File: src/rtl/fetch_buf_rd.sv
// fetch_buf_rd: read-side sequencer for the 256-word fetch pixel buffer.
// Issues one read per cycle, captures the 1-cycle-latency read data into
// a 2-entry FIFO and streams it out over valid/ready. Issue is credit-gated
// so that back-pressure never drops a word.

`ifndef PIXEL_WIDTH
// Fallback when enc_defines.v is not part of the compile.
`define PIXEL_WIDTH 8
`endif

module fetch_buf_rd (
    input  logic                      clk,
    input  logic                      rst_n,
    input  logic                      start_i,
    input  logic [7:0]                base_addr_i,
    input  logic [8:0]                len_i,
    output logic                      busy_o,
    output logic                      done_o,
    output logic                      b_re_o,
    output logic [7:0]                b_addr_o,
    input  logic [`PIXEL_WIDTH*8-1:0] b_data_i,
    output logic [`PIXEL_WIDTH*8-1:0] data_o,
    output logic                      valid_o,
    input  logic                      ready_i
);
    localparam int DW = `PIXEL_WIDTH*8;

    typedef enum logic [1:0] {IDLE, READ, DRAIN} state_t;

    state_t          state;
    logic [7:0]      addr_q;
    logic [8:0]      remain_q;
    logic            inflight;    // read issued last cycle; data on b_data_i now
    logic [1:0]      fifo_cnt;
    logic            wr_ptr;
    logic            rd_ptr;
    logic [DW-1:0]   fifo_mem [2];

    logic            push;
    logic            pop;
    logic [2:0]      occ;         // words that will occupy the FIFO after this cycle
    logic [1:0]      fifo_nxt;

    assign push     = inflight;
    assign pop      = valid_o & ready_i;
    assign occ      = {1'b0, fifo_cnt} + {2'b0, inflight} - {2'b0, pop};
    assign fifo_nxt = fifo_cnt + {1'b0, push} - {1'b0, pop};

    // A new read is only issued if its data is guaranteed a FIFO slot.
    assign b_re_o   = (state == READ) && (remain_q != 9'd0) && (occ < 3'd2);
    assign b_addr_o = addr_q;

    assign valid_o  = (fifo_cnt != 2'd0);
    assign data_o   = fifo_mem[rd_ptr];

    // Control FSM: latches the command, walks the address, signals completion.
    always_ff @(posedge clk or negedge rst_n) begin
        if (!rst_n) begin
            state    <= IDLE;
            addr_q   <= 8'd0;
            remain_q <= 9'd0;
            busy_o   <= 1'b0;
            done_o   <= 1'b0;
        end else begin
            done_o <= 1'b0;
            case (state)
                IDLE: begin
                    if (start_i) begin
                        if (len_i != 9'd0) begin
                            addr_q   <= base_addr_i;
                            remain_q <= len_i;
                            busy_o   <= 1'b1;
                            state    <= READ;
                        end else begin
                            done_o <= 1'b1;
                        end
                    end
                end
                READ: begin
                    if (b_re_o) begin
                        addr_q   <= addr_q + 8'd1;
                        remain_q <= remain_q - 9'd1;
                        if (remain_q == 9'd1)
                            state <= DRAIN;
                    end
                end
                DRAIN: begin
                    // Finish on the edge that empties the FIFO so done_o
                    // lands in the first cycle with nothing left to send.
                    if (!inflight && fifo_nxt == 2'd0) begin
                        done_o <= 1'b1;
                        busy_o <= 1'b0;
                        state  <= IDLE;
                    end
                end
                default: state <= IDLE;
            endcase
        end
    end

    // Read-latency tracker: marks the cycle in which b_data_i is valid.
    always_ff @(posedge clk or negedge rst_n) begin
        if (!rst_n) inflight <= 1'b0;
        else        inflight <= b_re_o;
    end

    // Output FIFO: captures read data the cycle it appears, pops on handshake.
    always_ff @(posedge clk or negedge rst_n) begin
        if (!rst_n) begin
            fifo_cnt    <= 2'd0;
            wr_ptr      <= 1'b0;
            rd_ptr      <= 1'b0;
            fifo_mem[0] <= '0;
            fifo_mem[1] <= '0;
        end else begin
            if (push) begin
                fifo_mem[wr_ptr] <= b_data_i;
                wr_ptr           <= ~wr_ptr;
            end
            if (pop)
                rd_ptr <= ~rd_ptr;
            fifo_cnt <= fifo_nxt;
        end
    end

endmodule

File: config.mk
export PLATFORM = sky130hd
export DESIGN_NAME = fetch_buf_rd
export DESIGN_NICKNAME = d
export VERILOG_FILES = /design/src/rtl/fetch_buf_rd.sv
export SDC_FILE = /design/constraint.sdc
export NUM_CORES = 1
export LEC_CHECK = 0
export ABC_AREA = 1
export BUFFER_PORTS_ARGS = -buffer_cell sky130_fd_sc_hd__buf_2
export CORE_MARGIN = 5
export CORE_UTILIZATION = 25
export DETAILED_ROUTE_END_ITERATION = 6
export PLACE_DENSITY = 0.53
export SYNTH_ARGS = -nofsm -noshare
export SYNTH_HDL_FRONTEND = slang
export SYNTH_SLANG_ARGS = --single-unit
export TNS_END_PERCENT = 50
File: constraint.sdc
create_clock -name clk -period 2.95 [get_ports clk]
set_input_delay 0 -clock clk [delete_from_list [all_inputs] [get_ports clk]]
set_output_delay 0 -clock clk [all_outputs]
set_load 0.005 [all_outputs]
==> metrics.md, run 1 <==
| Metric | Value |
|---|---|
| Pins Over Slew Limit | `0` |
| Post-synth EDFFs | `0` |
| Die area | `between 30000 and 40000 um^2` |
| Vias/cell | `just over 4` |
| Mapped Area | `7260 um^2` |
| Port bufs | `160` |
| Maximum clock insertion buffer count | `2` |
| R2r setup slk | `0.17 ns` |
| Highest cell delay on the worst timing path | `0.57 ns` |
| Diode count | `0` |
| DR vias | `6460` |
| Number of clock sinks | `154` |
| Tot Pwr | `10600 uW` |
| Final Skew | `0.0118 ns` |
| WL/cell | `around 13 um` |
| Internal power | `6130 uW` |
| Hold WS | `0.181 ns` |
| GRT Total Usage | `0.124` |
| Hold WC Path Type | `in -> async` |
| Clock share of power | `0.208` |
| Area of the core | `28700 um^2` |
| Synthesized Nets | `1034` |
| P_leak | `0.00535 uW` |
| Switching pwr | `4490 uW` |
| Filler cell count | `3084` |
| CP endpoint kind | `flip-flop` |
| RR Startpoint | `fifo_cnt[1]` |
| Remaining antenna violation count | `0` |
| Maximum VDD drop | `0.640 mV` |
| CP required | `3.30 ns` |
| Reg2Reg Depth | `12` |
| Initial Utilization | `0.253` |
| First DRT Iteration DRCs | `399` |
| Synth unique cells | `31` |
| CTS Buf Count | `17` |
| Vias in the first global route | `6504` |
| DR DRC count | `0` |
| DRT Pass-1 Iters | `4` |
| # IOs | `between 150 and 200` |
| Pwr/cell area | `between 1000 and 1500 nW/um^2` |
| Initial antenna violation count | `0` |
| WP data arrival | `3.13 ns` |
| Die extent in x | `about 180 um` |
| Synth area leader | `dfrtp_1` |
| Crit path launch type | `flip-flop` |
| Pin count of the biggest net entering global routing | `80` |
| Clk_lat worst skew | `0.42 ns` |
| Status | `completed` |
| Crit-path cells | `inv_1 > nand2_1 > nand2_1 > inv_1 > ha_1 > inv_1 > ha_1 > fa_1 > nor3_1 > nand3_1 > o31ai_1 > dlygate4sd3_1` |
| Layout cells sized above 1 | `0.198` |
| Global route overflow | `0` |
| Most frequent cell after synthesis | `nand2_1` |
| Final Cycle Share | `0.943` |
| First-pass GRT wire length | `~33000 um` |
| R2r endpoint | `done_o` |
| RSZ-0062 raised after global routing | `no` |
| Post-synth top cells | `nand2_1, dfrtp_1, o21ai_0` |
| Final Critical Period | `between 2 and 3 ns` |
| Total Wirelength | `19900 um` |
| Net Sw Frac | `0.423` |
| Finish-stage setup viols | `0` |
| Htree depth | `4` |
| Logic gate share of total power | `0.438` |
| Final nets | `1258` |
| Worst slew pin tran | `between 0.8 and 0.9 ns` |
| Crit Path Class | `reg -> reg` |
| Final Hold Fails | `0` |
| Seq cells post-synth | `154` |
| Asr flop ratio synth | `1.00` |
| Synth-to-Final Area Change | `36.3%` |
| Most frequent CP cell | `inv_1` |
| Fmax | `around 360 MHz` |
| Yosys warns | `0` |
| GPL Wtd Cong | `0.816` |
| Post-DP HPWL | `12600 um` |
| Cells after Synth | `942` |
| Sequential area share after synthesis | `0.530` |
| Reg power frac | `0.354` |
| Largest cells by area after synthesis | `dfrtp_1, nand2_1, o21ai_0, inv_1, nand3_1` |
| Most common flop cell mapped by yosys | `dfrtp_1` |
| Syn_area_per_cell | `7.71 um^2` |
| Row count | `62` |
| CP max stage cell | `dlygate4sd3_1` |
| Setup TNS | `0 ns` |
| Max-cap violations | `0` |
| Share of the synthesized area in the top cell type | `0.530` |
| Clk pin slew, worst setup/hold paths | `0.08 ns` |
| Height of the chip | `180 um` |
| Root buf cell | `clkbuf_16` |
| CTS tree | `yes` |
| Worst slew margin | `0.455` |
| Crit Path Max Fanout | `3` |
[what timing repair did]
action                     in CTS  in global routing
hold buffers                   85                  0
hold endpoints to repair      226                  0
setup buffers                   0                  0
setup endpoints to repair       0                  1
resized for setup               0                  1
[sequential cells by signal (all words and copies together), names as in the netlist]
register  cells
remain_q      9
state         2
b_addr_o      8
fifo_mem    128
busy_o        1
inflight      1
wr_ptr        1
rd_ptr        1
fifo_cnt      2
done_o        1
[metrics by stage]
stage	setup slack [ns]	cells	instance area (um^2)	utilization
floorplan	0.482	942	7260	-
global placement	0.312	1446	8450	0.294
detailed placement	0.280	1446	8450	0.294
CTS	0.147	1563	9900	0.345
global route	0.000476	1563	9900	0.345
finish	0.170	1563	9900	0.345
[final cells by class]
cell class,count,area [um^2],share of cell area
clock buffer,17,425,0.0430
sequential,154,3850,0.389
timing repair buffer,253,1760,0.177
multi-input combinational,649,2870,0.290
tap,384,480,0.0485
inverter,91,342,0.0345
clock inverter,15,175,0.0177
[cells in the final DEF (no fill, tap or decap)]
master           n
a21boi_0         1
a21oi_1          1
buf_12           3
buf_2          159
buf_4            5
buf_6            1
clkbuf_16       17
clkinv_4         1
clkinv_8         4
clkinvlp_4       1
dfrtp_1        153
dfrtp_2          1
dlygate4sd3_1   85
fa_1             1
ha_1             6
inv_1           86
inv_2            5
inv_6            3
inv_8            6
nand2_1        419
nand2_2         14
nand2_4          3
nand2_8          1
nand3_1         34
nand3b_1         1
nand4_1          3
nor2_1          14
nor2_2           4
nor2_4           1
nor3_1           2
nor3_2           1
o21ai_0         99
o21ai_1         33
o21bai_1         4
o31ai_1          2
or2_1            1
or2_2            2
or2_4            1
xor2_1           1
[worst max-delay path: cells and delay by family (launching register included)]
kind / cells / cell delay [ns]
buf+inv: 4 / 0.78
flops: 1 / 0.39
simple gates: 4 / 0.56
compound gates: 1 / 0.08
fa+ha+maj: 3 / 0.91
[routing by layer]
metal,routed length (um),vias up,GRT usage
li1,-,3363,-
met4,184,0,0.0275
met1,9420,2969,0.162
met2,9370,120,0.206
met3,897,8,0.0331
met5,0,-,0
[cell families after synthesis]
group,after synthesis,synth area share
AO/OA/AOI/OAI,140,0.0989
buffers and inverters,139,0.0763
flip-flops,154,0.530
AND/OR/NAND/NOR,501,0.280
XOR/XNOR,1,0.00121
adder cells (fa/ha/maj),7,0.0131
[worst max path at each step]
stage / startpoint / end / slack, ns / cells after the start
floorplan: fifo_cnt[1] / b_addr_o[2] / 0.48 / 17
global placement: fifo_cnt[1] / b_addr_o[7] / 0.31 / 16
detailed placement: fifo_cnt[1] / remain_q[6] / 0.28 / 16
CTS: fifo_cnt[1] / done_o / 0.15 / 12
global route: fifo_cnt[1] / done_o / 0.0005 / 12
finish: fifo_cnt[1] / done_o / 0.17 / 12
[power groups by stage]
stage,Combinational [uW],Clock (uW),Sequential [uW]
after floorplan,3160,0,3650
after global placement,4620,0,3780
after detailed placement,4700,0,3790
after CTS,4790,2280,3760
after global routing,5430,2390,3900
final,4660,2210,3760
Note: power is estimated with default switching activity, not from simulation.
==> run 2: changes to the inputs <==
--- a/config.mk
+++ b/config.mk
@@ -10,6 +10,7 @@
 export CORE_MARGIN = 5
 export CORE_UTILIZATION = 25
 export DETAILED_ROUTE_END_ITERATION = 6
+export MAX_ROUTING_LAYER = met4
 export PLACE_DENSITY = 0.53
 export SYNTH_ARGS = -nofsm -noshare
 export SYNTH_HDL_FRONTEND = slang
==> run 2 against run 1 <==
Compared with the run above: combinational power barely moved; wire length shrank 0.43%; core utilization did not move; worst setup slack got worse by 0.00058 ns; largest power group unchanged; clock skew about the same; via count grew 0.29%.
==> metrics.md, run 2 (synthesis results as in run 1) <==
| Metric | Value |
|---|---|
| Status | `completed` |
| DRT Pass-1 Iters | `4` |
| Hold WC Path Type | `in -> async` |
| GRT Total Usage | `0.127` |
| Reg2Reg Depth | `12` |
| Final Critical Period | `about 2.8 ns` |
| Height of the chip | `180 um` |
| Pins Over Slew Limit | `0` |
| GPL Wtd Cong | `0.828` |
| Port bufs | `160` |
| Initial antenna violation count | `0` |
| Final Cycle Share | `0.943` |
| Maximum clock insertion buffer count | `2` |
| Global route overflow | `0` |
| Initial Utilization | `0.253` |
| WL/cell | `12.7 um` |
| Crit. Startpoint | `fifo_cnt[1]` |
| CP required | `3.30 ns` |
| Row count | `62` |
| Most common cell after layout, fill and taps aside | `nand2_1` |
| CTS tree | `yes` |
| Final nets | `~1.3k` |
| Number of flip-flops in the largest register | `128` |
| Diode count | `0` |
| Crit Path Class | `reg -> reg` |
| Htree depth | `4` |
| Setup TNS | `0 ns` |
| Reg with most FFs | `fifo_mem` |
| Layout cells sized above 1 | `0.198` |
| RSZ-0062 raised after global routing | `no` |
| Commonest cells after routing, fill and taps aside | `nand2_1, buf_2, dfrtp_1` |
| First-pass GRT wire length | `33300 um` |
| WP data arrival | `about 3.1 ns` |
| DR vias | `between 6k and 7k` |
| Total Wirelength | `19800 um` |
| Area of the core | `between 20000 and 30000 um^2` |
| Finish-stage setup viols | `0` |
| Root buf cell | `clkbuf_16` |
| CTS Buf Count | `17` |
| Clk pin slew, worst setup/hold paths | `0.08 ns` |
| Worst slew pin tran | `0.822 ns` |
| DR DRC count | `0` |
| First DRT Iteration DRCs | `373` |
| Number of clock sinks | `~150` |
| Remaining antenna violation count | `0` |
| CP endpoint kind | `flip-flop` |
| Worst slew margin | `0.452` |
| Vias/cell | `4.15` |
| Final Skew | `0.0119 ns` |
| P_leak | `between 0.005 and 0.006 uW` |
| Vias in the first global route | `6512` |
| Pwr/cell area | `1070 nW/um^2` |
| Post-DP HPWL | `around 13000 um` |
| Clk_lat worst skew | `0.42 ns` |
| Die extent in x | `180 um` |
| # IOs | `161` |
| Core Util, Final | `0.345` |
| Fmax | `360 MHz` |
| RR Startpoint | `fifo_cnt[1]` |
| Pin count of the biggest net entering global routing | `80` |
| Synth-to-Final Area Change | `36.3%` |
| Die area | `around 33000 um^2` |
| Final Hold Fails | `0` |
| Maximum VDD drop | `0.640 mV` |
| Crit Path Max Fanout | `3` |
| Max-cap violations | `0` |
| Crit path launch type | `flip-flop` |
## run 2: cell counts in the layout (fill, tap and decap cells not counted)
Identical to the previous run, type by type.
## run 2: layout make-up
| class | instances | area, um^2 |
|---|---|---|
| flip-flops and latches | 154 | 3850 |
| multi-input cells | 649 | 2870 |
| repair buffers | 253 | 1760 |
| inverters | 91 | 342 |
| well taps | 384 | 480 |
| clock buffers | 17 | 425 |
| clock inverters | 15 | 175 |
| fillers | 3084 | 18800 |
## run 2: metrics by stage
| step | power, uW | hold WS [ns] | cell area [um^2] | setup WS (ns) | instances |
|---|---|---|---|---|---|
| 2_1_floorplan | 6800 | -0.296 | 7260 | 0.482 | 942 |
| 3_3_place_gp | 8400 | 0.107 | 8450 | 0.312 | 1446 |
| 3_5_place_dp | 8480 | 0.107 | 8450 | 0.280 | 1446 |
| 4_1_cts | 10800 | 0.207 | 9900 | 0.147 | 1563 |
| 5_1_grt | 11700 | 0.256 | 9900 | 0.000483 | 1563 |
| 6_report | 10600 | 0.177 | 9900 | 0.169 | 1563 |
## run 2: path summary, 6_finish.rpt
kind,to,slack [ns]
setup / recovery,done_o,0.17
hold / removal,fifo_mem[37],0.18
setup reg to reg,done_o,0.17
hold reg to reg,fifo_mem[49],0.48
max in group asynchronous,fifo_mem[69],1.88
min in group clk,fifo_mem[124],0.38
## run 2: metal layers
layer  up-vias  GRT usage  wire (um)
met1      2983      0.163       9340
met4         0     0.0284        182
met2       123      0.205       9380
li1       3365          -          -
met5         -          -          0
met3         8     0.0313        892
## run 2: worst max-delay path, cell delays in order (launching register included)
cell and delay, ns:
dfrtp_1 0.39, inv_1 0.12, nand2_1 0.08, nand2_1 0.09
inv_1 0.05, ha_1 0.26, inv_1 0.04, ha_1 0.18
fa_1 0.47, nor3_1 0.26, nand3_1 0.13, o31ai_1 0.08
dlygate4sd3_1 0.57
## run 2: power breakdown
group | switching, uW | internal [uW] | total [uW] | leakage [uW]
Sequential | 607 | 3150 | 3760 | 0.00189
Clock | 1050 | 1150 | 2200 | 0.000291
Combinational | 2830 | 1830 | 4650 | 0.00317
## run 2: what timing repair did
action	4_1_cts	5_1_grt
gates resized for setup	0	1
hold endpoints to repair	226	0
hold buffers	85	0
endpoints found under the setup margin	0	1
setup buffers	0	0
